File: src/rtl/arbitro_compuerta_if.sv
// Lane sensor/keypad inputs and gate/lamp outputs of the shared parking gate.
// master drives the lanes (bench or lane front-end); slave is the arbiter.
interface arbitro_compuerta_if;
    logic       Vehiculo0;
    logic       Vehiculo1;
    logic       enterPin0;
    logic       enterPin1;
    logic [7:0] Pin0;
    logic [7:0] Pin1;
    logic       Termino;
    logic [1:0] Grant;
    logic       Abierto;
    logic       Cerrado;
    logic       Alarma;
    logic       Bloqueo;
    logic       Ocupado;

    modport master (
        output Vehiculo0, Vehiculo1, enterPin0, enterPin1, Pin0, Pin1, Termino,
        input  Grant, Abierto, Cerrado, Alarma, Bloqueo, Ocupado
    );

    modport slave (
        input  Vehiculo0, Vehiculo1, enterPin0, enterPin1, Pin0, Pin1, Termino,
        output Grant, Abierto, Cerrado, Alarma, Bloqueo, Ocupado
    );
endinterface

File: src/rtl/arbitro_compuerta.sv
// Two-lane parking gate arbiter: round-robin grant, PIN check, open/close with timeout and tailgate lockout.
// Outputs are Moore decodes of registered state; a sampled input shows on the outputs one cycle later.
module arbitro_compuerta #(
    parameter logic [7:0] PIN_CORRECTO = 8'h5A,
    parameter int         MAX_INTENTOS = 3,
    parameter int         TIMEOUT      = 16
) (
    input  logic                Clk,
    input  logic                Reset,
    arbitro_compuerta_if.slave  bus
);
    localparam int FW = ($clog2(MAX_INTENTOS + 1) < 2) ? 2 : $clog2(MAX_INTENTOS + 1);
    localparam int TW = $clog2(TIMEOUT) + 1;

    localparam logic [FW-1:0] FAIL_MAX = FW'(MAX_INTENTOS);
    localparam logic [TW-1:0] TMO_LAST = TW'(TIMEOUT - 1);

    localparam logic [1:0] S_IDLE       = 2'd0;
    localparam logic [1:0] S_ESPERA_PIN = 2'd1;
    localparam logic [1:0] S_ABIERTO    = 2'd2;
    localparam logic [1:0] S_BLOQUEO    = 2'd3;

    logic [1:0]    state_q, state_d;
    logic [1:0]    grant_q, grant_d;
    logic          last_q,  last_d;
    logic [FW-1:0] fail_q,  fail_d;
    logic [TW-1:0] tmo_q,   tmo_d;

    // Per-lane correct-PIN strobes, plus a view of whichever lane holds the gate.
    logic       pin_ok0, pin_ok1;
    logic       veh_g, strobe_g;
    logic [7:0] pin_g;

    assign pin_ok0  = bus.enterPin0 && (bus.Pin0 == PIN_CORRECTO);
    assign pin_ok1  = bus.enterPin1 && (bus.Pin1 == PIN_CORRECTO);
    assign veh_g    = grant_q[1] ? bus.Vehiculo1 : bus.Vehiculo0;
    assign strobe_g = grant_q[1] ? bus.enterPin1 : bus.enterPin0;
    assign pin_g    = grant_q[1] ? bus.Pin1      : bus.Pin0;

    always_comb begin
        state_d = state_q;
        grant_d = grant_q;
        last_d  = last_q;
        fail_d  = fail_q;
        tmo_d   = tmo_q;

        unique case (state_q)
            S_IDLE: begin
                if (bus.Vehiculo0 && bus.Vehiculo1) begin
                    grant_d = last_q ? 2'b01 : 2'b10;
                    state_d = S_ESPERA_PIN;
                end else if (bus.Vehiculo0) begin
                    grant_d = 2'b01;
                    state_d = S_ESPERA_PIN;
                end else if (bus.Vehiculo1) begin
                    grant_d = 2'b10;
                    state_d = S_ESPERA_PIN;
                end
            end

            S_ESPERA_PIN: begin
                // A vehicle leaving wins over a PIN typed in the same cycle.
                if (!veh_g) begin
                    grant_d = 2'b00;
                    state_d = S_IDLE;
                end else if (strobe_g) begin
                    if (pin_g == PIN_CORRECTO) begin
                        fail_d  = '0;
                        tmo_d   = '0;
                        state_d = S_ABIERTO;
                    end else if (fail_q < FAIL_MAX) begin
                        fail_d = fail_q + FW'(1);
                    end
                end
            end

            S_ABIERTO: begin
                tmo_d = tmo_q + TW'(1);
                if (bus.Termino) begin
                    grant_d = 2'b00;
                    if (veh_g) begin
                        state_d = S_BLOQUEO;
                    end else begin
                        last_d  = grant_q[1];
                        state_d = S_IDLE;
                    end
                end else if (tmo_q == TMO_LAST) begin
                    grant_d = 2'b00;
                    state_d = S_BLOQUEO;
                end
            end

            S_BLOQUEO: begin
                grant_d = 2'b00;
                if (pin_ok0 || pin_ok1) begin
                    fail_d  = '0;
                    state_d = S_IDLE;
                end
            end

            default: begin
                grant_d = 2'b00;
                state_d = S_IDLE;
            end
        endcase
    end

    always_ff @(posedge Clk or posedge Reset) begin
        if (Reset) begin
            state_q <= S_IDLE;
            grant_q <= 2'b00;
            last_q  <= 1'b1;
            fail_q  <= '0;
            tmo_q   <= '0;
        end else begin
            state_q <= state_d;
            grant_q <= grant_d;
            last_q  <= last_d;
            fail_q  <= fail_d;
            tmo_q   <= tmo_d;
        end
    end

    assign bus.Grant   = grant_q;
    assign bus.Ocupado = grant_q[0] | grant_q[1];
    assign bus.Abierto = (state_q == S_ABIERTO);
    assign bus.Cerrado = (state_q != S_ABIERTO);
    assign bus.Bloqueo = (state_q == S_BLOQUEO);
    // Alarm survives a lane withdrawing; only a correct PIN clears the fail count.
    assign bus.Alarma  = (state_q == S_BLOQUEO) || (fail_q >= FAIL_MAX);

    a_grant_onehot: assert property (@(posedge Clk) disable iff (Reset) grant_q != 2'b11);
    a_gate_excl:    assert property (@(posedge Clk) disable iff (Reset) bus.Abierto != bus.Cerrado);
    a_lock_nogrant: assert property (@(posedge Clk) disable iff (Reset)
                                     (state_q == S_BLOQUEO) |-> (grant_q == 2'b00));
endmodule

File: src/flat_wrapper.sv
// flat-port wrapper written by rule: the top's interface ports become plain ports
module arbitro_compuerta_flat 
#(
    parameter logic [7:0] PIN_CORRECTO = 8'h5A,
    parameter int         MAX_INTENTOS = 3,
    parameter int         TIMEOUT      = 16
)
  (Clk, Reset, bus_Vehiculo0, bus_Vehiculo1, bus_enterPin0, bus_enterPin1, bus_Pin0, bus_Pin1, bus_Termino, bus_Grant, bus_Abierto, bus_Cerrado, bus_Alarma, bus_Bloqueo, bus_Ocupado);
  arbitro_compuerta_if bus_i ();
  input  logic Clk;
  input  logic Reset;
  input wire logic [$bits(bus_i.Vehiculo0)-1:0] bus_Vehiculo0;
  input wire logic [$bits(bus_i.Vehiculo1)-1:0] bus_Vehiculo1;
  input wire logic [$bits(bus_i.enterPin0)-1:0] bus_enterPin0;
  input wire logic [$bits(bus_i.enterPin1)-1:0] bus_enterPin1;
  input wire logic [$bits(bus_i.Pin0)-1:0] bus_Pin0;
  input wire logic [$bits(bus_i.Pin1)-1:0] bus_Pin1;
  input wire logic [$bits(bus_i.Termino)-1:0] bus_Termino;
  output wire logic [$bits(bus_i.Grant)-1:0] bus_Grant;
  output wire logic [$bits(bus_i.Abierto)-1:0] bus_Abierto;
  output wire logic [$bits(bus_i.Cerrado)-1:0] bus_Cerrado;
  output wire logic [$bits(bus_i.Alarma)-1:0] bus_Alarma;
  output wire logic [$bits(bus_i.Bloqueo)-1:0] bus_Bloqueo;
  output wire logic [$bits(bus_i.Ocupado)-1:0] bus_Ocupado;
  assign bus_i.Vehiculo0 = bus_Vehiculo0;
  assign bus_i.Vehiculo1 = bus_Vehiculo1;
  assign bus_i.enterPin0 = bus_enterPin0;
  assign bus_i.enterPin1 = bus_enterPin1;
  assign bus_i.Pin0 = bus_Pin0;
  assign bus_i.Pin1 = bus_Pin1;
  assign bus_i.Termino = bus_Termino;
  assign bus_Grant = bus_i.Grant;
  assign bus_Abierto = bus_i.Abierto;
  assign bus_Cerrado = bus_i.Cerrado;
  assign bus_Alarma = bus_i.Alarma;
  assign bus_Bloqueo = bus_i.Bloqueo;
  assign bus_Ocupado = bus_i.Ocupado;
  arbitro_compuerta #(.PIN_CORRECTO(PIN_CORRECTO), .MAX_INTENTOS(MAX_INTENTOS), .TIMEOUT(TIMEOUT)) u_core (.Clk(Clk), .Reset(Reset), .bus(bus_i));
endmodule
File: config.mk
export PLATFORM = sky130hd
export DESIGN_NAME = arbitro_compuerta_flat
export DESIGN_NICKNAME = d
export VERILOG_FILES = /design/src/rtl/arbitro_compuerta_if.sv /design/src/rtl/arbitro_compuerta.sv /design/src/flat_wrapper.sv
export SDC_FILE = /design/constraint.sdc
export NUM_CORES = 1
export LEC_CHECK = 0
export CORE_MARGIN = 2
export CORE_UTILIZATION = 43
export DETAILED_ROUTE_END_ITERATION = 8
export GPL_TIMING_DRIVEN = 0
export PLACE_DENSITY = 0.74
export REMOVE_ABC_BUFFERS = 1
export SLEW_MARGIN = 20
export SYNTH_ARGS = -nofsm -noshare
export SYNTH_HDL_FRONTEND = slang
export SYNTH_SLANG_ARGS = --single-unit
File: constraint.sdc
create_clock -name Clk -period 2.15 [get_ports Clk]
set_input_delay 0.43 -clock Clk [delete_from_list [all_inputs] [get_ports Clk]]
set_output_delay 0.43 -clock Clk [all_outputs]
set_load 0.03 [all_outputs]
Word-level counts from Yosys, hierarchy flattened
Index checks and enable logic that the tools add are counted.
Widths: inputs -> output; s select.
{"block": "totals", "regBits": 12, "inputBits": 23, "output_inout_bits": 7, "elab_cells": 73}
{"block": "classes", "n_addsub": 2, "order_cmp": 2, "n_eq_ne": 18, "mux": 31, "n_bitwise": 2, "n_reduce_logical": 13}
{"op": "$mux 2", "n": 21}
{"op": "$eq 8x7->1 const B", "n": 3}
{"op": "$pmux 2 s4", "n": 2}
{"op": "$mux 5", "n": 3}
{"op": "$pmux 5 s2", "n": 1}
{"op": "$reduce_and 5->1", "n": 2}
{"op": "$mux 8", "n": 1}
{"op": "$ne 2x1->1 const B", "n": 4}
{"op": "$ne 3x3->1 const B", "n": 2}
{"op": "$reduce_and 3->1", "n": 2}
{"op": "$add 5x1->5 const B", "n": 1}
{"op": "$eq 5x4->1 const B", "n": 1}
{"op": "$eq 2x2->1 const B", "n": 2}
{"op": "$ne 2x2->1 const B", "n": 2}
{"op": "$ne 4x3->1 const B", "n": 1}
{"op": "$pmux 2 s2", "n": 1}
{"op": "$reduce_and 4->1", "n": 1}
{"op": "$reduce_bool 2->1", "n": 2}
{"op": "$logic_and 1x1->1", "n": 3}
{"op": "$ne 3x1->1 const B", "n": 1}
{"op": "$ne 3x2->1 const B", "n": 1}
{"op": "$add 2x1->2 const B", "n": 1}
{"op": "$eq 2x1->1 const B", "n": 1}
{"op": "$ge 2x2->1 const B", "n": 1}
{"op": "6 further kinds", "n": 8}

Depth between registers and ports, before layout
{"block": "logic_depth", "depth_word": 6, "ltp_mapped": 8, "ltp_nobuf": 8}

Worst setup path after synthesis
Ideal clock, no wire load.
{"block": "synth_path", "kind": "register to output", "startpoint": "reg u_core.state_q[0]", "endpoint": "out bus_Cerrado", "arrival_ps": 1467, "t_required_ps": 1720, "path_slack_ps": 253, "stages_incl_launch_ff": 4, "n_path_buf": 1, "cell_sequence": "dfrtp_1 clkbuf_1 nor2_1 inv_1"}
{"block": "synth_via", "elab_chain_cells": 1}
{"element": "from (decl)", "line_no": "arbitro_compuerta.sv:23", "text": "logic [1:0] state_q, state_d;"}
{"element": "from (signal assigned)", "line_no": "arbitro_compuerta.sv:116", "text": "state_q <= state_d;"}
{"element": "$ne 2x2->1", "line_no": "arbitro_compuerta.sv:127", "text": "assign bus.Cerrado = (state_q != S_ABIERTO);"}
{"element": "to (decl)", "line_no": "flat_wrapper.sv:21", "text": "output wire logic [$bits(bus_i.Cerrado)-1:0] bus_Cerrado;"}
No other way between the ends.

Worst setup path after layout
{"block": "layout_path", "startpoint": "reg u_core.grant_q[1], in the netlist u_core.bus.Grant[1]", "endpoint": "out bus_Grant[1]"}
{"element": "from (decl)", "line_no": "arbitro_compuerta.sv:24", "text": "logic [1:0] grant_q, grant_d;"}
{"element": "from (signal assigned)", "line_no": "arbitro_compuerta.sv:117", "text": "grant_q <= grant_d;"}
{"element": "to (decl)", "line_no": "flat_wrapper.sv:19", "text": "output wire logic [$bits(bus_i.Grant)-1:0] bus_Grant;"}
No word-level cell between the ends.

==> results.sh <==
export IMPL_synth_edf_count=0
export IMPL_drt_wl_total_um=1980
export IMPL_critPathMaxFanout=13
export IMPL_clk_pin_slew_worst_paths_ps=70
export IMPL_gp_congestion=0.777
export IMPL_synthAdderAreaFrac=0.0464
export IMPL_drive_gt1_frac=0.153
export IMPL_crit_slowest_cell="clkdlybuf4s50_1"
export IMPL_cts_hold_buf=0
export IMPL_num_rows=15
export IMPL_core_mm2=0.00175
export IMPL_regArea_um2=305
export IMPL_slew_headroom=0.707
export IMPL_grt_ovfl_total=0
export IMPL_fillCellCount=158
export IMPL_synth_most_common_cell="nand2_1"
export IMPL_synth_xor_area_share=0.0108
export IMPL_grt_max_degree=14
export IMPL_via_per_inst=5.29
export IMPL_avgSynthCellArea_um2=8.70
export IMPL_status="completed"
export IMPL_period_needed_ps=1930
export IMPL_cts_max_level=1
export IMPL_clk_latency_ps=270
export IMPL_yosysTopAreaCellShare=0.340
export IMPL_multi_input_area_um2=485
export IMPL_switching_power_uw=400
export IMPL_p_per_area_mw_per_mm2=875
export IMPL_hp_class="in -> async"
export IMPL_cp_top_family="buffers and inverters"
export IMPL_ys_seq_area_frac=0.372
export IMPL_fin_tns_setup_ps=0
export IMPL_dr_pass1_iters=4
export IMPL_vias=788
export IMPL_fin_ws_ps=225
export IMPL_synth_compound_area_share=0.153
export IMPL_routedWlPerCell_um=13.3
export IMPL_die_area_mm2=0.00225
export IMPL_fin_skew_ps=3.78
export IMPL_io_pins=30
export IMPL_cts_setup_buffers=0
export IMPL_clock_root_buffer="clkbuf_4"
export IMPL_ys_warn_count=0
export IMPL_final_area_mm2=0.00117
export IMPL_diodes=0
export IMPL_path_cells="clkdlybuf4s50_1"
export IMPL_syn_cell_area_um2=810
export IMPL_dp_cells=145
export IMPL_clock_sinks=12
export IMPL_synth_cell_types=31
export IMPL_die_x_um=47.4
export IMPL_combPwrFrac=0.471
export IMPL_place_hpwl_um=1570
export IMPL_muxShareOfSynthArea=0.0757
export IMPL_port_buffers=29
export IMPL_worstSetupPathType="reg -> out"
export IMPL_power_sequential_fraction=0.387
export IMPL_holdWs_ps=461
export IMPL_dp_slack_ps=-198
export IMPL_area_delta_synth_final_pct=44.0
export IMPL_cap_violations=0
export IMPL_cts_tree="yes"
export IMPL_syn_inst=93
export IMPL_report_final_hold_viol_count=0
export IMPL_synth_largest_area_cell="dfrtp_1"
export IMPL_synthTopCellsByCount="nand2_1 (13), dfrtp_1 (11), o21ai_0 (8)"
export IMPL_ant_nets=0
export IMPL_vdd_ir_drop_worst_v=0.000493
export IMPL_crit_path_end_kind="output pin"
export IMPL_grt_pass1_vias=770
export IMPL_synth_area_leaders="dfrtp_1 (34%), nand2_1 (6.0%), nand4bb_1 (5.6%)"
export IMPL_stdcell_count=149
export IMPL_synth_top_family_by_area="simple AND/OR/NAND/NOR gates"
export IMPL_fp_dieH_um=47.4
export IMPL_worstPathRequired_ps=1720
export IMPL_timing_fmax_mhz=519
export IMPL_cts_buffers=3
export IMPL_synth_simple_area_share=0.298
export IMPL_setup_viol=0
export IMPL_ys_flop_type="dfrtp_1"
export IMPL_rsz0062_at_grt="false"
export IMPL_slew_viol_final=0
export IMPL_grt_pass1_wl_um=3370
export IMPL_p_int_uw=620
export IMPL_slowest_delay_ps=710
export IMPL_drt_initial_drc_count=10
export IMPL_worstSetupStartpointType="register"
export IMPL_place_area_mm2=0.00112
export IMPL_cp_buffers_inverters=1
export IMPL_leakagePower_nw=0.547
export IMPL_synth_async_sr_flop_share=1.00
export IMPL_clk_path_buf_depth=2
export IMPL_grt_use_total=0.218
export IMPL_switching_share=0.392
export IMPL_period_share=0.895
export IMPL_worstPathArrival_ps=1500
export IMPL_tightestPinTransition_ps=439
export IMPL_clockPowerShare=0.141
export IMPL_antenna_found_initial=0
export IMPL_start_util=0.464
export IMPL_drcViolationCount=0
export IMPL_ys_ff_latch=12
export IMPL_layout_nets=151
==> state kept, by name, indices dropped and copies added (netlist names) <==
register / count
u_core.tmo_q: 5
u_core.fail_q: 2
u_core.last_q: 1
u_core.state_q: 2
u_core.bus.Grant: 2
==> cell usage in the layout, fill, tap and decap left out <==
cell type,Yosys,routed
and3b_1,1,1
nor3_2,0,1
o21ai_0,8,8
xor2_1,1,1
mux2_2,1,1
o22ai_1,3,3
nand2b_1,2,2
nand2_1,13,13
dfstp_2,1,1
and2_1,1,1
inv_1,7,7
dfrtp_1,11,8
mux2i_1,2,2
a31oi_1,2,2
clkbuf_2,0,1
nand4bb_1,4,4
ha_1,3,3
nor2_2,2,2
or3_1,1,1
dlymetal6s2s_1,0,3
nor2_4,0,1
nor3b_1,1,1
nor3_1,3,2
a21oi_1,4,4
or2_2,2,2
or3_4,1,1
clkdlybuf4s50_1,0,24
a221oi_2,1,1
mux2_4,2,2
and3_1,3,3
nor2_1,7,6
nand3_1,2,2
dfrtp_2,0,3
dlygate4sd2_1,0,1
clkbuf_1,1,1
clkbuf_4,0,3
o2bb2ai_1,1,1
a22o_1,1,1
==> final cells by class <==
| class | instances | share of cell area |
|---|---|---|
| Inverter | 7 | 0.0225 |
| Timing Repair Buffer | 29 | 0.250 |
| Clock buffer | 4 | 0.0225 |
| Tap cell | 25 | 0.0268 |
| Multi-Input combinational cell | 72 | 0.416 |
| Sequential cell | 12 | 0.262 |
==> logic make-up after synthesis <==
kind of cell               Yosys count
AOI/OAI and AO/OA                   20
xor gates and xnor gates             1
adders and majority gates            3
buffers and inverters                9
DFF                                 12
muxes                                5
and+or+nand+nor                     43
==> stage by stage <==
stage          total power, mW   util
2_1_floorplan            0.686      -
3_3_place_gp             0.845  0.643
3_5_place_dp             0.870  0.643
4_1_cts                   1.02  0.659
5_1_grt                   1.10  0.668
6_report                  1.02  0.668
==> power by group through the flow <==
stage | registers (mW) | clock network [mW] | logic, mW
2_1_floorplan | 0.390 | 0 | 0.296
3_3_place_gp | 0.382 | 0 | 0.463
3_5_place_dp | 0.389 | 0 | 0.482
4_1_cts | 0.390 | 0.147 | 0.484
5_1_grt | 0.407 | 0.161 | 0.531
6_report | 0.395 | 0.144 | 0.481
==> routing by layer <==
layer / share of wire / wire length [um] / GRT usage / vias up
met5: 0 / 0 / 0 / -
met2: 0.48 / 956 / 0.357 / 28
met4: 0 / 0 / 0.0444 / 0
met1: 0.45 / 888 / 0.274 / 369
li1: - / - / - / 391
met3: 0.069 / 136 / 0.0808 / 0
==> final timing paths <==
check / depth (start not counted) / endpoint / startpoint / slack [ps]
worst max-delay path: 1 / bus_Grant[1] / u_core.bus.Grant[1]$_DFFE_PP0P_ / 220
worst min-delay path: 2 / u_core.fail_q[0]$_DFFE_PP0P_ / Reset / 460
worst max register to register: 5 / u_core.fail_q[0]$_DFFE_PP0P_ / u_core.bus.Grant[1]$_DFFE_PP0P_ / 430
worst min register to register: 1 / u_core.fail_q[1]$_DFFE_PP0P_ / u_core.fail_q[1]$_DFFE_PP0P_ / 530
max in group asynchronous: 2 / u_core.last_q$_DFFE_PP1P_ / Reset / 1350
min in group Clk: 1 / u_core.fail_q[1]$_DFFE_PP0P_ / u_core.fail_q[1]$_DFFE_PP0P_ / 530
==> timing repair <==
item	CTS	global route
cloned	0	0
gates resized for setup	5	8
endpoints found under the setup margin	5	10
endpoints found under the hold margin	0	0
(Power assumes the default switching activity.)
